[src/rtl/port_write_ctrl_if.sv]
// CPU-side write bus of the 8255A write path: chip select, write strobe,
// register address and write data, all synchronous to the system clock.
interface port_write_ctrl_if;
  logic       cs_n;
  logic       wr_n;
  logic [1:0] addr;
  logic [7:0] din;

  modport master (output cs_n, output wr_n, output addr, output din);
  modport slave  (input  cs_n, input  wr_n, input  addr, input  din);
endinterface

[src/rtl/port_write_ctrl.sv]
// 8255A write path: captures CPU writes, commits them into the port A/B/C
// output latches, the control word and port C bit set/reset, and runs the
// mode 1 strobed-output handshake (OBF#/ACK#/INTR) for ports A and B.
module port_write_ctrl (
  input  logic                    clk,
  input  logic                    reset,
  port_write_ctrl_if.slave        bus,
  input  logic                    ack_a_n,
  input  logic                    ack_b_n,
  output logic [7:0]              pa_out,
  output logic [7:0]              pb_out,
  output logic [7:0]              pc_out,
  output logic                    pa_oe,
  output logic                    pb_oe,
  output logic [7:0]              pc_oe,
  output logic [6:0]              ctrl_word,
  output logic                    intr_a,
  output logic                    intr_b
);

  typedef enum logic {HS_IDLE = 1'b0, HS_FULL = 1'b1} hsState_t;

  logic       r_pending;
  logic [1:0] r_addr;
  logic [7:0] r_data;
  logic [6:0] r_ctrlWord;
  logic [7:0] r_paOut;
  logic [7:0] r_pbOut;
  logic [7:0] r_pcLatch;
  logic       r_inteA;
  logic       r_inteB;
  logic       r_intrA;
  logic       r_intrB;
  logic       r_ackAPrev;
  logic       r_ackBPrev;
  hsState_t   r_stateA;
  hsState_t   r_stateB;

  hsState_t   w_nextStateA;
  hsState_t   w_nextStateB;
  logic       w_obfAN;
  logic       w_obfBN;
  logic       w_commit;
  logic       w_commitPa;
  logic       w_commitPb;
  logic       w_commitPc;
  logic       w_modeSet;
  logic       w_bsr;
  logic [2:0] w_bsrBit;
  logic       w_modeA1;
  logic       w_modeB1;
  logic [7:0] w_hsMask;
  logic       w_ackAFall;
  logic       w_ackARise;
  logic       w_ackBFall;
  logic       w_ackBRise;

  // Decode the committed write and the current handshake modes
  always_comb begin
    w_commit   = bus.wr_n & r_pending;
    w_commitPa = w_commit & (r_addr == 2'b00);
    w_commitPb = w_commit & (r_addr == 2'b01);
    w_commitPc = w_commit & (r_addr == 2'b10);
    w_modeSet  = w_commit & (r_addr == 2'b11) &  r_data[7];
    w_bsr      = w_commit & (r_addr == 2'b11) & ~r_data[7];
    w_bsrBit   = r_data[3:1];
    w_modeA1   = (r_ctrlWord[6:5] == 2'b01) & ~r_ctrlWord[4];
    w_modeB1   = r_ctrlWord[2] & ~r_ctrlWord[1];
    w_hsMask   = 8'h00;
    if (w_modeA1) w_hsMask = w_hsMask | 8'b1100_1000;
    if (w_modeB1) w_hsMask = w_hsMask | 8'b0000_0111;
    w_ackAFall =  r_ackAPrev & ~ack_a_n;
    w_ackARise = ~r_ackAPrev &  ack_a_n;
    w_ackBFall =  r_ackBPrev & ~ack_b_n;
    w_ackBRise = ~r_ackBPrev &  ack_b_n;
  end

  // Capture a selected write while the strobe is low; a deselected low strobe
  // drops it, and the first high strobe after a capture consumes it
  always_ff @(posedge clk or posedge reset) begin
    if (reset) begin
      r_pending <= 1'b0;
      r_addr    <= 2'b00;
      r_data    <= 8'h00;
    end else if (!bus.wr_n) begin
      if (!bus.cs_n) begin
        r_pending <= 1'b1;
        r_addr    <= bus.addr;
        r_data    <= bus.din;
      end else begin
        r_pending <= 1'b0;
      end
    end else if (r_pending) begin
      r_pending <= 1'b0;
    end
  end

  // Control word: reset leaves every port as an input
  always_ff @(posedge clk or posedge reset) begin
    if (reset)          r_ctrlWord <= 7'h1B;
    else if (w_modeSet) r_ctrlWord <= r_data[6:0];
  end

  // Port A and port B output latches, cleared by any mode set
  always_ff @(posedge clk or posedge reset) begin
    if (reset) begin
      r_paOut <= 8'h00;
      r_pbOut <= 8'h00;
    end else if (w_modeSet) begin
      r_paOut <= 8'h00;
      r_pbOut <= 8'h00;
    end else begin
      if (w_commitPa) r_paOut <= r_data;
      if (w_commitPb) r_pbOut <= r_data;
    end
  end

  // Port C latch: byte writes and bit set/reset leave handshake-owned bits alone
  always_ff @(posedge clk or posedge reset) begin
    if (reset) begin
      r_pcLatch <= 8'h00;
    end else if (w_modeSet) begin
      r_pcLatch <= 8'h00;
    end else if (w_commitPc) begin
      r_pcLatch <= (r_pcLatch & w_hsMask) | (r_data & ~w_hsMask);
    end else if (w_bsr && !w_hsMask[w_bsrBit]) begin
      r_pcLatch[w_bsrBit] <= r_data[0];
    end
  end

  // Interrupt enables live on the ACK bit positions while in mode 1
  always_ff @(posedge clk or posedge reset) begin
    if (reset) begin
      r_inteA <= 1'b0;
      r_inteB <= 1'b0;
    end else if (w_modeSet) begin
      r_inteA <= 1'b0;
      r_inteB <= 1'b0;
    end else begin
      if (w_bsr && w_modeA1 && (w_bsrBit == 3'd6)) r_inteA <= r_data[0];
      if (w_bsr && w_modeB1 && (w_bsrBit == 3'd2)) r_inteB <= r_data[0];
    end
  end

  // Previous ACK samples for edge detection; inputs are already synchronous
  always_ff @(posedge clk or posedge reset) begin
    if (reset) begin
      r_ackAPrev <= 1'b0;
      r_ackBPrev <= 1'b0;
    end else begin
      r_ackAPrev <= ack_a_n;
      r_ackBPrev <= ack_b_n;
    end
  end

  // Handshake state registers for ports A and B
  always_ff @(posedge clk or posedge reset) begin
    if (reset) begin
      r_stateA <= HS_IDLE;
      r_stateB <= HS_IDLE;
    end else begin
      r_stateA <= w_nextStateA;
      r_stateB <= w_nextStateB;
    end
  end

  // Port A next state: a commit fills the buffer and wins over a same-edge ACK fall
  always_comb begin
    w_nextStateA = r_stateA;
    if (w_modeSet) begin
      w_nextStateA = HS_IDLE;
    end else if (w_modeA1) begin
      if (w_commitPa)                                w_nextStateA = HS_FULL;
      else if ((r_stateA == HS_FULL) && w_ackAFall)  w_nextStateA = HS_IDLE;
    end
  end

  // Port B next state, same rules as port A
  always_comb begin
    w_nextStateB = r_stateB;
    if (w_modeSet) begin
      w_nextStateB = HS_IDLE;
    end else if (w_modeB1) begin
      if (w_commitPb)                                w_nextStateB = HS_FULL;
      else if ((r_stateB == HS_FULL) && w_ackBFall)  w_nextStateB = HS_IDLE;
    end
  end

  // OBF# is low exactly while the output buffer is full
  always_comb begin
    w_obfAN = 1'b1;
    w_obfBN = 1'b1;
    if (r_stateA == HS_FULL) w_obfAN = 1'b0;
    if (r_stateB == HS_FULL) w_obfBN = 1'b0;
  end

  // Interrupt requests: set by an ACK rise on an empty buffer, cleared by a new write
  always_ff @(posedge clk or posedge reset) begin
    if (reset) begin
      r_intrA <= 1'b0;
      r_intrB <= 1'b0;
    end else if (w_modeSet) begin
      r_intrA <= 1'b0;
      r_intrB <= 1'b0;
    end else begin
      if (w_modeA1) begin
        if (w_commitPa)
          r_intrA <= 1'b0;
        else if ((r_stateA == HS_IDLE) && w_ackARise && r_inteA)
          r_intrA <= 1'b1;
      end
      if (w_modeB1) begin
        if (w_commitPb)
          r_intrB <= 1'b0;
        else if ((r_stateB == HS_IDLE) && w_ackBRise && r_inteB)
          r_intrB <= 1'b1;
      end
    end
  end

  // Port C drive value and enables, with handshake pins overriding the latch
  always_comb begin
    pc_out = r_pcLatch;
    pc_oe  = {{4{~r_ctrlWord[3]}}, {4{~r_ctrlWord[0]}}};
    if (w_modeA1) begin
      pc_out[7] = w_obfAN;
      pc_out[3] = r_intrA;
      pc_oe[7]  = 1'b1;
      pc_oe[3]  = 1'b1;
      pc_oe[6]  = 1'b0;
    end
    if (w_modeB1) begin
      pc_out[1] = w_obfBN;
      pc_out[0] = r_intrB;
      pc_oe[1]  = 1'b1;
      pc_oe[0]  = 1'b1;
      pc_oe[2]  = 1'b0;
    end
  end

  // Remaining outputs come straight from the registers
  always_comb begin
    pa_out    = r_paOut;
    pb_out    = r_pbOut;
    pa_oe     = ~r_ctrlWord[4];
    pb_oe     = ~r_ctrlWord[1];
    ctrl_word = r_ctrlWord;
    intr_a    = r_intrA;
    intr_b    = r_intrB;
  end

endmodule
[src/flat_wrapper.sv]
// flat-port wrapper written by rule: the top's interface ports become plain ports
module port_write_ctrl_flat 
  (clk, reset, ack_a_n, ack_b_n, pa_out, pb_out, pc_out, pa_oe, pb_oe, pc_oe, ctrl_word, intr_a, intr_b, bus_cs_n, bus_wr_n, bus_addr, bus_din);
  port_write_ctrl_if bus_i ();
  input  logic clk;
  input  logic reset;
  input  logic ack_a_n;
  input  logic ack_b_n;
  output logic [7:0] pa_out;
  output logic [7:0] pb_out;
  output logic [7:0] pc_out;
  output logic pa_oe;
  output logic pb_oe;
  output logic [7:0] pc_oe;
  output logic [6:0] ctrl_word;
  output logic intr_a;
  output logic intr_b;
  input wire logic [$bits(bus_i.cs_n)-1:0] bus_cs_n;
  input wire logic [$bits(bus_i.wr_n)-1:0] bus_wr_n;
  input wire logic [$bits(bus_i.addr)-1:0] bus_addr;
  input wire logic [$bits(bus_i.din)-1:0] bus_din;
  assign bus_i.cs_n = bus_cs_n;
  assign bus_i.wr_n = bus_wr_n;
  assign bus_i.addr = bus_addr;
  assign bus_i.din = bus_din;
  port_write_ctrl u_core (.clk(clk), .reset(reset), .bus(bus_i), .ack_a_n(ack_a_n), .ack_b_n(ack_b_n), .pa_out(pa_out), .pb_out(pb_out), .pc_out(pc_out), .pa_oe(pa_oe), .pb_oe(pb_oe), .pc_oe(pc_oe), .ctrl_word(ctrl_word), .intr_a(intr_a), .intr_b(intr_b));
endmodule
[config.mk]
export PLATFORM = sky130hd
export DESIGN_NAME = port_write_ctrl_flat
export DESIGN_NICKNAME = d
export VERILOG_FILES = /design/src/rtl/port_write_ctrl_if.sv /design/src/rtl/port_write_ctrl.sv /design/src/flat_wrapper.sv
export SDC_FILE = /design/constraint.sdc
export NUM_CORES = 1
export LEC_CHECK = 0
export CORE_MARGIN = 8
export CORE_UTILIZATION = 46
export CTS_BUF_LIST = sky130_fd_sc_hd__clkbuf_4 sky130_fd_sc_hd__clkbuf_8
export CTS_CLUSTER_DIAMETER = 60
export DETAILED_ROUTE_END_ITERATION = 6
export PLACE_DENSITY = 0.77
export SLEW_MARGIN = 25
export SYNTH_ARGS = -nofsm -noshare
export SYNTH_HDL_FRONTEND = slang
export SYNTH_SLANG_ARGS = --single-unit
export TNS_END_PERCENT = 30
[constraint.sdc]
create_clock -name clk -period 1.4 [get_ports clk]
set_input_delay 0.28 -clock clk [delete_from_list [all_inputs] [get_ports clk]]
set_output_delay 0.28 -clock clk [all_outputs]
set_load 0.01 [all_outputs]
==> run summary, run 1 <==
violated checks -> setup timing
Placed Cells -> 415
share of the synthesized area in compound gates (AO/OA/AOI/OAI) -> 0.1672
dominant combinational cell family by area after synthesis -> simple AND/OR/NAND/NOR gates
Period Utilization, post-route -> 1.255
number of H-tree levels -> 2
worst-path cell chain -> or3b_4 -> buf_6 -> o32ai_4 -> nor3_4 -> a211oi_2 -> a21oi_1
Clk Latency, worst-skew pair -> 0.31 ns
final-report setup violation count -> 26
worst-case setup margin in the final layout -> -0.3566 ns
VDD IR max -> 1.056 mV
die footprint -> 8030 sq um
Required @ worst endpoint -> 1.60 ns
switch share -> 0.3524
Hold Violations, Final -> 0
Initial Utilization -> 0.4640
Worst Path Class, Setup -> register to register
max-slew violation count -> 0
Synth Area in Adders -> 0
clock transition at the register clock pins on the worst setup and hold paths after CTS -> 0.10 ns
endpoint of the most critical register-to-register path -> u_core.r_pcLatch[0]
post-DR vias/cell -> 5.400
buffer levels on the longest clock path -> 2
power share of the combinational group -> 0.443
Site Rows -> 27
Clk pwr share -> 0.179
number of unique standard cell types used by synthesis -> 44
I/O pin count -> 59
Setup Skew -> 0.009650 ns
total number of nets in the final design -> 375
global-route congestion overflow total -> 0
vias in the first global route -> 2,460
clock tree from TritonCTS -> yes
area growth from synthesis to layout -> 49.20%
count of TritonRoute iterations in the first routing pass -> 4
# port buffers -> 58
count of cells along the worst register-to-register path -> 6
antenna cell count -> 0
cell with the largest stage delay on the worst path -> or3b_4
height of the die -> 89.61 um
category of the worst setup path launch point -> register
Total Routing Usage GR -> 0.1963
longest individual stage delay on the worst path -> 0.42 ns
residual DRC count -> 0
WP data arrival -> 1.95 ns
wire length of the first global-routing pass -> 11.92 mm
Syn Nets -> 273
aggregate routed wire length -> 7.547 mm
switching power -> 0.002093 W
total of fill cells in the finished design -> 420
DR iter-0 viols -> 180
Root Driver -> clkbuf_8
Std-Cell Core Area -> 5371 sq um
number of antenna violations at the first check in global routing -> 0
xor-xnor portion of the synthesized cell area -> 0
class of the tightest hold or removal check -> primary input to async pin
final standard cell count with taps included and fillers excluded -> 432
Avg Inst Size Synth -> 9.698 sq um
Via Count -> 2,333
pin count of the biggest net entering global routing -> 51
fraction of the yosys area taken by sequential cells -> 0.5040
die extent in x -> 89.61 um
Power per Cell Area -> 1598 nW/um^2
RePlAce Congestion -> 0.9097
startpoint of the worst-slack reg-to-reg timing path -> u_core.ctrl_word[6]
Internal -> 0.003847 W
Simple-Gate Fraction of Synth Area -> 0.2113
fin crit period -> 1.757 ns
sink count of the clock tree -> 50
HPWL reported at the end of detailed placement -> 5.187 mm
fraction of power consumed by sequential logic -> 0.378
cell count after synthesis -> 257
CTS Hold Buffers Added -> 0
Critical Path End Type -> register
maximum capacitance violations -> 0
DR WL/cell -> 17.47 um
status -> finished, violations left
TritonCTS buffer count -> 5
leakage power -> 1.735 nW
r2r setup slk -> -0.36 ns
number of warnings reported in the yosys synthesis log -> 0
Critical Path Fanout Max -> 5
Max Fclk -> 569.3 MHz
setup repair after global routing missed its margin -> yes
relative slew slack -> 0.7054
total standard cell area after synthesis -> 2492 sq um
post-route antenna net violation count -> 0
fraction of layout cells with a size suffix above 1 -> 0.3861
worst slew pin tran -> 0.4419 ns
share of cell area taken by muxes after synthesis -> 0.05371
Hold Slack -> 0.3587 ns
register bit count reported by yosys -> 50
-- cell usage after synthesis (all sizes together) --
master / count / share of area
a211oi: 4 / 0.018
a21oi: 16 / 0.034
a22o: 8 / 0.028
a22oi: 1 / 0.0030
a31oi: 5 / 0.013
a32o: 1 / 0.0040
a41oi: 1 / 0.0035
and2: 3 / 0.0085
and4: 1 / 0.0035
buf: 19 / 0.049
clkbuf: 6 / 0.0090
dfrtp: 46 / 0.46
dfstp: 4 / 0.042
inv: 4 / 0.0060
mux2: 11 / 0.050
mux2i: 1 / 0.0040
nand2: 55 / 0.083
nand2b: 2 / 0.0050
nand3: 3 / 0.0060
nand3b: 1 / 0.0030
nand4: 3 / 0.0075
nand4b: 3 / 0.011
nor2: 20 / 0.033
nor2b: 4 / 0.010
nor3: 4 / 0.012
nor3b: 2 / 0.0080
nor4b: 1 / 0.0060
nor4bb: 1 / 0.0040
o211ai: 2 / 0.0060
o21ai: 17 / 0.034
o22ai: 1 / 0.0025
o2bb2ai: 3 / 0.011
o32ai: 1 / 0.011
or3: 1 / 0.0025
or3b: 1 / 0.0045
or4b: 1 / 0.0040
-- power by group through the flow --
stage / logic [W] / registers, W / clock network [W]
global placement: 0.00251 / 0.00221 / 0
floorplan: 0.00104 / 0.00226 / 0
detailed placement: 0.00255 / 0.00222 / 0
CTS: 0.00259 / 0.00222 / 0.00109
global route: 0.00285 / 0.00229 / 0.00115
finish: 0.00263 / 0.00225 / 0.00106
-- cells by family (layout without fill, tap and decap cells) --
logic type / Yosys count / count (layout)
flops: 50 / 50
buf+inv: 29 / 132
compound gates: 60 / 60
simple gates: 106 / 106
mux: 12 / 12
-- per-stage QoR --
stage               TNS (ns)  setup slack (ns)  utilization  area (sq um)  total power [W]
floorplan             -1.167           -0.1336            -          2506         0.003307
global placement      -16.40           -0.4025       0.6429          3453         0.004719
detailed placement    -17.92           -0.4605       0.6429          3453         0.004772
CTS                   -4.841           -0.3900       0.6865          3687         0.005899
global route          -6.625           -0.4112       0.6923          3719         0.006288
finish                -4.714           -0.3566       0.6923          3719         0.005941
-- cell type report --
cell class | count | area (sq um) | area share
clock buffers | 5 | 68.82 | 0.01851
clock inverters | 3 | 47.55 | 0.01279
inverters | 4 | 23.77 | 0.006393
multi-input cells | 178 | 1187 | 0.3193
flip-flops and latches | 50 | 1257 | 0.3382
well taps | 72 | 90.09 | 0.02423
repair buffers | 120 | 1044 | 0.2806
-- what timing repair did --
item | in CTS | in global routing
pin swaps | 14 | 3
endpoints found under the setup margin | 74 | 55
setup buffers | 9 | 2
gates resized for setup | 143 | 19
-- sequential cells by signal, summed over array words and instances (netlist names), 2 cells and up --
name	flops
u_core.pa_out	8
u_core.r_pcLatch	8
u_core.ctrl_word	7
u_core.pb_out	8
u_core.r_addr	2
u_core.r_data	8
-- worst max path at each step --
stage                              from                   to  slack [ns]  cells past startpoint
detailed placement             bus_wr_n  u_core.r_pcLatch[6]       -0.46                      6
global placement               bus_wr_n  u_core.r_pcLatch[6]       -0.40                      6
global route        u_core.ctrl_word[6]  u_core.r_pcLatch[0]       -0.41                      6
CTS                 u_core.ctrl_word[6]            pc_out[3]       -0.39                      4
floorplan           u_core.ctrl_word[6]  u_core.r_pcLatch[0]       -0.13                      5
finish              u_core.ctrl_word[6]  u_core.r_pcLatch[0]       -0.36                      6
-- per-layer routing --
layer	part of all wire	wire [um]	GRT usage
met5	0	0	0
met4	0.027	204	0.08157
met3	0.055	416	0.04095
met2	0.50	3782	0.3302
met1	0.42	3144	0.2381
-- worst max-delay path, delay by kind of cell, from the launching register on --
| kind | cells | cell delay, ns |
|---|---|---|
| AO/OA/AOI/OAI | 3 | 0.59 |
| buffers and inverters | 1 | 0.14 |
| flip-flops | 1 | 0.41 |
| AND/OR/NAND/NOR | 2 | 0.51 |
-- cells in the final DEF, fill, tap and decap left out, types with 2 or more instances in the layout --
cell	count
a31oi_1	5
a21oi_1	14
nor2_1	16
clkdlybuf4s15_1	2
dlygate4sd2_1	22
nor2b_4	2
inv_4	2
o21ai_0	7
nand4b_1	3
o211ai_1	2
inv_6	2
nor3_1	2
mux2_2	11
buf_6	20
buf_2	10
nand2_1	52
nand2_2	2
dfrtp_1	45
nor2_2	2
o21ai_2	2
and2_1	2
clkdlybuf4s50_1	15
dfstp_2	4
buf_12	2
o2bb2ai_1	3
a211oi_2	4
nand4_1	3
nand3_1	3
clkbuf_8	5
nor2_4	2
o21ai_1	8
buf_4	48
a22o_1	8
Power figures use the tool's default switching activity.
==> inputs of run 2 (changes only) <==
--- a/config.mk
+++ b/config.mk
@@ -5,6 +5,7 @@
 export SDC_FILE = /design/constraint.sdc
 export NUM_CORES = 1
 export LEC_CHECK = 0
+export CAP_MARGIN = 15
 export CORE_MARGIN = 8
 export CORE_UTILIZATION = 46
 export CTS_BUF_LIST = sky130_fd_sc_hd__clkbuf_4 sky130_fd_sc_hd__clkbuf_8
==> constraint.sdc (replaced) <==
create_clock -name clk -period 1.54 [get_ports clk]
set_input_delay 0.308 -clock clk [delete_from_list [all_inputs] [get_ports clk]]
set_output_delay 0.308 -clock clk [all_outputs]
set_load 0.01 [all_outputs]
==> run 2 against run 1 <==
  * The flow still finishes with violations (setup timing)
  * Sequential share of layout area rose by 0.35 points
  * Final cell count fell by 1.9%
  * Cell area fell by 1.1%
  * Sequential cell count did not move
  * Largest power group unchanged
  * Core utilization fell by 0.77 points
  * Clock skew barely moved
  * Largest cell class unchanged
  * Critical path type unchanged
==> run summary, run 2 (synthesis results as in run 1) <==
status -> finished, violations left
cell mode on critical path -> buf_4
Hold Violations, Final -> 0 (unchanged)
Power per Cell Area -> 1438 nW/um^2 (-10%)
sink count of the clock tree -> 50 (unchanged)
antenna cell count -> 0 (unchanged)
# port buffers -> 58 (unchanged)
total negative slack for setup checks -> -2.453 ns (+2.261 ns)
Period Utilization, post-route -> 1.162 (-0.09298)
clock tree from TritonCTS -> yes
VDD IR max -> 0.7718 mV (-27%)
Clk Latency, worst-skew pair -> 0.31 ns (about the same)
most frequent standard cell in the layout excluding fill and tap cells -> nand2_1
final core occ -> 0.6846 (-0.007687)
relative slew slack -> 0.6850 (-0.02039)
worst-path cell chain -> buf_4 -> nor3b_4 -> buf_4 -> buf_6 -> nor4b_4 -> nand2_1 -> a22oi_1 -> a21oi_1
final-report setup violation count -> 17 (-35%)
max-slew violation count -> 0 (unchanged)
pin count of the biggest net entering global routing -> 51 (unchanged)
global-route congestion overflow total -> 0 (unchanged)
clock transition at the register clock pins on the worst setup and hold paths after CTS -> 0.09 ns (about the same)
Std-Cell Core Area -> 5371 sq um (unchanged)
DR WL/cell -> 17.13 um (-2.0%)
violated checks -> setup timing
uppermost signal routing layer after detailed routing -> met4
total of fill cells in the finished design -> 410 (-2.4%)
Critical Path End Type -> register
CP bufs+invs -> 3 (+2)
post-DR vias/cell -> 5.349 (-0.95%)
met2 layer wire length in the routed design -> 3.742 mm (-1.1%)
Metal-1 WL -> 3.024 mm (-3.8%)
met3 WL post-DR -> 356 um (-14%)
Critical Path Fanout Max -> 5 (unchanged)
Via Count -> 2,268 (-2.8%)
RePlAce Congestion -> 0.9373 (+3.0%)
Root Driver -> clkbuf_8
worst-case setup margin in the final layout -> -0.2490 ns (+0.1075 ns)
die footprint -> 8030 sq um (unchanged)
Site Rows -> 27 (unchanged)
count of cells along the worst register-to-register path -> 8 (+2)
count of TritonRoute iterations in the first routing pass -> 4 (unchanged)
Initial Utilization -> 0.4640 (unchanged)
DR iter-0 viols -> 169 (-6.1%)
number of H-tree levels -> 2 (unchanged)
Place WS -> -0.3896 ns (+0.07085 ns)
Setup Skew -> 0.009151 ns (-0.0004988 ns)
height of the die -> 89.61 um (unchanged)
residual DRC count -> 0 (unchanged)
endpoint of the most critical register-to-register path -> u_core.r_pcLatch[6]
post-route antenna net violation count -> 0 (unchanged)
category of the worst setup path launch point -> register
longest individual stage delay on the worst path -> 0.55 ns (+0.13 ns)
aggregate routed wire length -> 7.262 mm (-3.8%)
wire length of the first global-routing pass -> 11.36 mm (-4.7%)
Max Fclk -> 559.0 MHz (-1.8%)
HPWL reported at the end of detailed placement -> 4.985 mm (-3.9%)
kind of cell adding the most delay to the critical path -> flip-flops
final standard cell count with taps included and fillers excluded -> 424 (-1.9%)
fin crit period -> 1.789 ns (+0.03247 ns)
Worst Path Class, Setup -> register to register
leakage power -> 1.811 nW (+4.4%)
TritonCTS buffer count -> 5 (unchanged)
most used cells in the layout excluding fill and tap cells -> nand2_1, dfrtp_1, buf_4
class of the tightest hold or removal check -> primary input to async pin
number of antenna violations at the first check in global routing -> 0 (unchanged)
area growth from synthesis to layout -> 47.54%
I/O pin count -> 59 (unchanged)
cell with the largest stage delay on the worst path -> dfstp_2
Placed Cells -> 408 (-1.7%)
maximum capacitance violations -> 0 (unchanged)
startpoint of the worst-slack reg-to-reg timing path -> u_core.ctrl_word[4]
buffer levels on the longest clock path -> 2 (unchanged)
r2r setup slk -> -0.25 ns (+0.11 ns)
vias in the first global route -> 2,319 (-5.7%)
total number of nets in the final design -> 367 (-2.1%)
worst slew pin tran -> 0.4725 ns (+0.03058 ns)
WP data arrival -> 1.99 ns (+0.04 ns)
Required @ worst endpoint -> 1.74 ns (+0.14 ns)
fraction of layout cells with a size suffix above 1 -> 0.3523 (-0.03384)
setup repair after global routing missed its margin -> yes
die extent in x -> 89.61 um (unchanged)
Total Routing Usage GR -> 0.1850 (-0.01125)
-- run 2: changes by cell type in the layout (fill, tap and decap cells not counted), sizes merged --
cell           delta
buf              -13
clkbuf            +2
clkdlybuf4s15     +1
clkdlybuf4s50     +4
clkinvlp          -1
dlygate4sd2      -12
dlymetal6s2s     +12
inv               -1
-- run 2: how the worst max path moves through the flow --
stage                   startpoint             endpoint  slack, ns  cells past startpoint
3_5_place_dp              bus_wr_n  u_core.r_pcLatch[6]      -0.39                      6
3_3_place_gp              bus_wr_n  u_core.r_pcLatch[6]      -0.36                      6
6_report       u_core.ctrl_word[4]  u_core.r_pcLatch[6]      -0.25                      8
2_1_floorplan  u_core.ctrl_word[2]  u_core.r_pcLatch[2]      -0.02                      6
5_1_grt        u_core.ctrl_word[6]  u_core.r_pcLatch[0]      -0.29                      6
4_1_cts        u_core.ctrl_word[4]  u_core.r_pcLatch[6]      -0.22                      8
-- run 2: power by group --
group	switching, W	internal, W
combinational	0.00105	0.00127
sequential	0.000298	0.00171
clock	0.000441	0.000522
-- run 2: per-layer routing --
| layer | vias up | GRT usage |
|---|---|---|
| li1 | 1072 | - |
| met2 | 57 | 0.3122 |
| met4 | 0 | 0.06798 |
| met1 | 1127 | 0.2275 |
| met3 | 12 | 0.03822 |
| met5 | - | 0 |
-- run 2: worst reg2reg max path, delay by kind of cell (launching register included) --
kind | cells | cell delay (ns)
AOI/OAI and AO/OA | 2 | 0.29
DFF | 1 | 0.55
and+or+nand+nor | 3 | 0.46
buffers and inverters | 3 | 0.39
-- run 2: what timing repair did --
| item | CTS | global route |
|---|---|---|
| pin swaps | 8 | 3 |
| setup buffers | 7 | 2 |
| setup endpoints to repair | 43 | 58 |
| hold buffers | 0 | 0 |
| gates resized for setup | 87 | 35 |
-- run 2: metrics by stage --
step | total power [W] | hold slack, ns | cell area, sq um
CTS | 0.005231 | 0.3693 | 3560
global route | 0.005568 | 0.3936 | 3677
floorplan | 0.002996 | 0.3394 | 2492
global placement | 0.004223 | 0.4719 | 3390
detailed placement | 0.004269 | 0.4774 | 3390
finish | 0.005288 | 0.3530 | 3677
-- run 2: cell type report --
cell class | instances | area [sq um] | area share
Multi-Input combinational cell | 178 | 1181 | 0.3212
Clock inverter | 1 | 30.03 | 0.008166
Timing Repair Buffer | 112 | 1018 | 0.2770
Inverter | 4 | 17.52 | 0.004764
Tap cell | 72 | 90.09 | 0.02450
Sequential cell | 50 | 1256 | 0.3416
Clock buffer | 7 | 83.83 | 0.02280
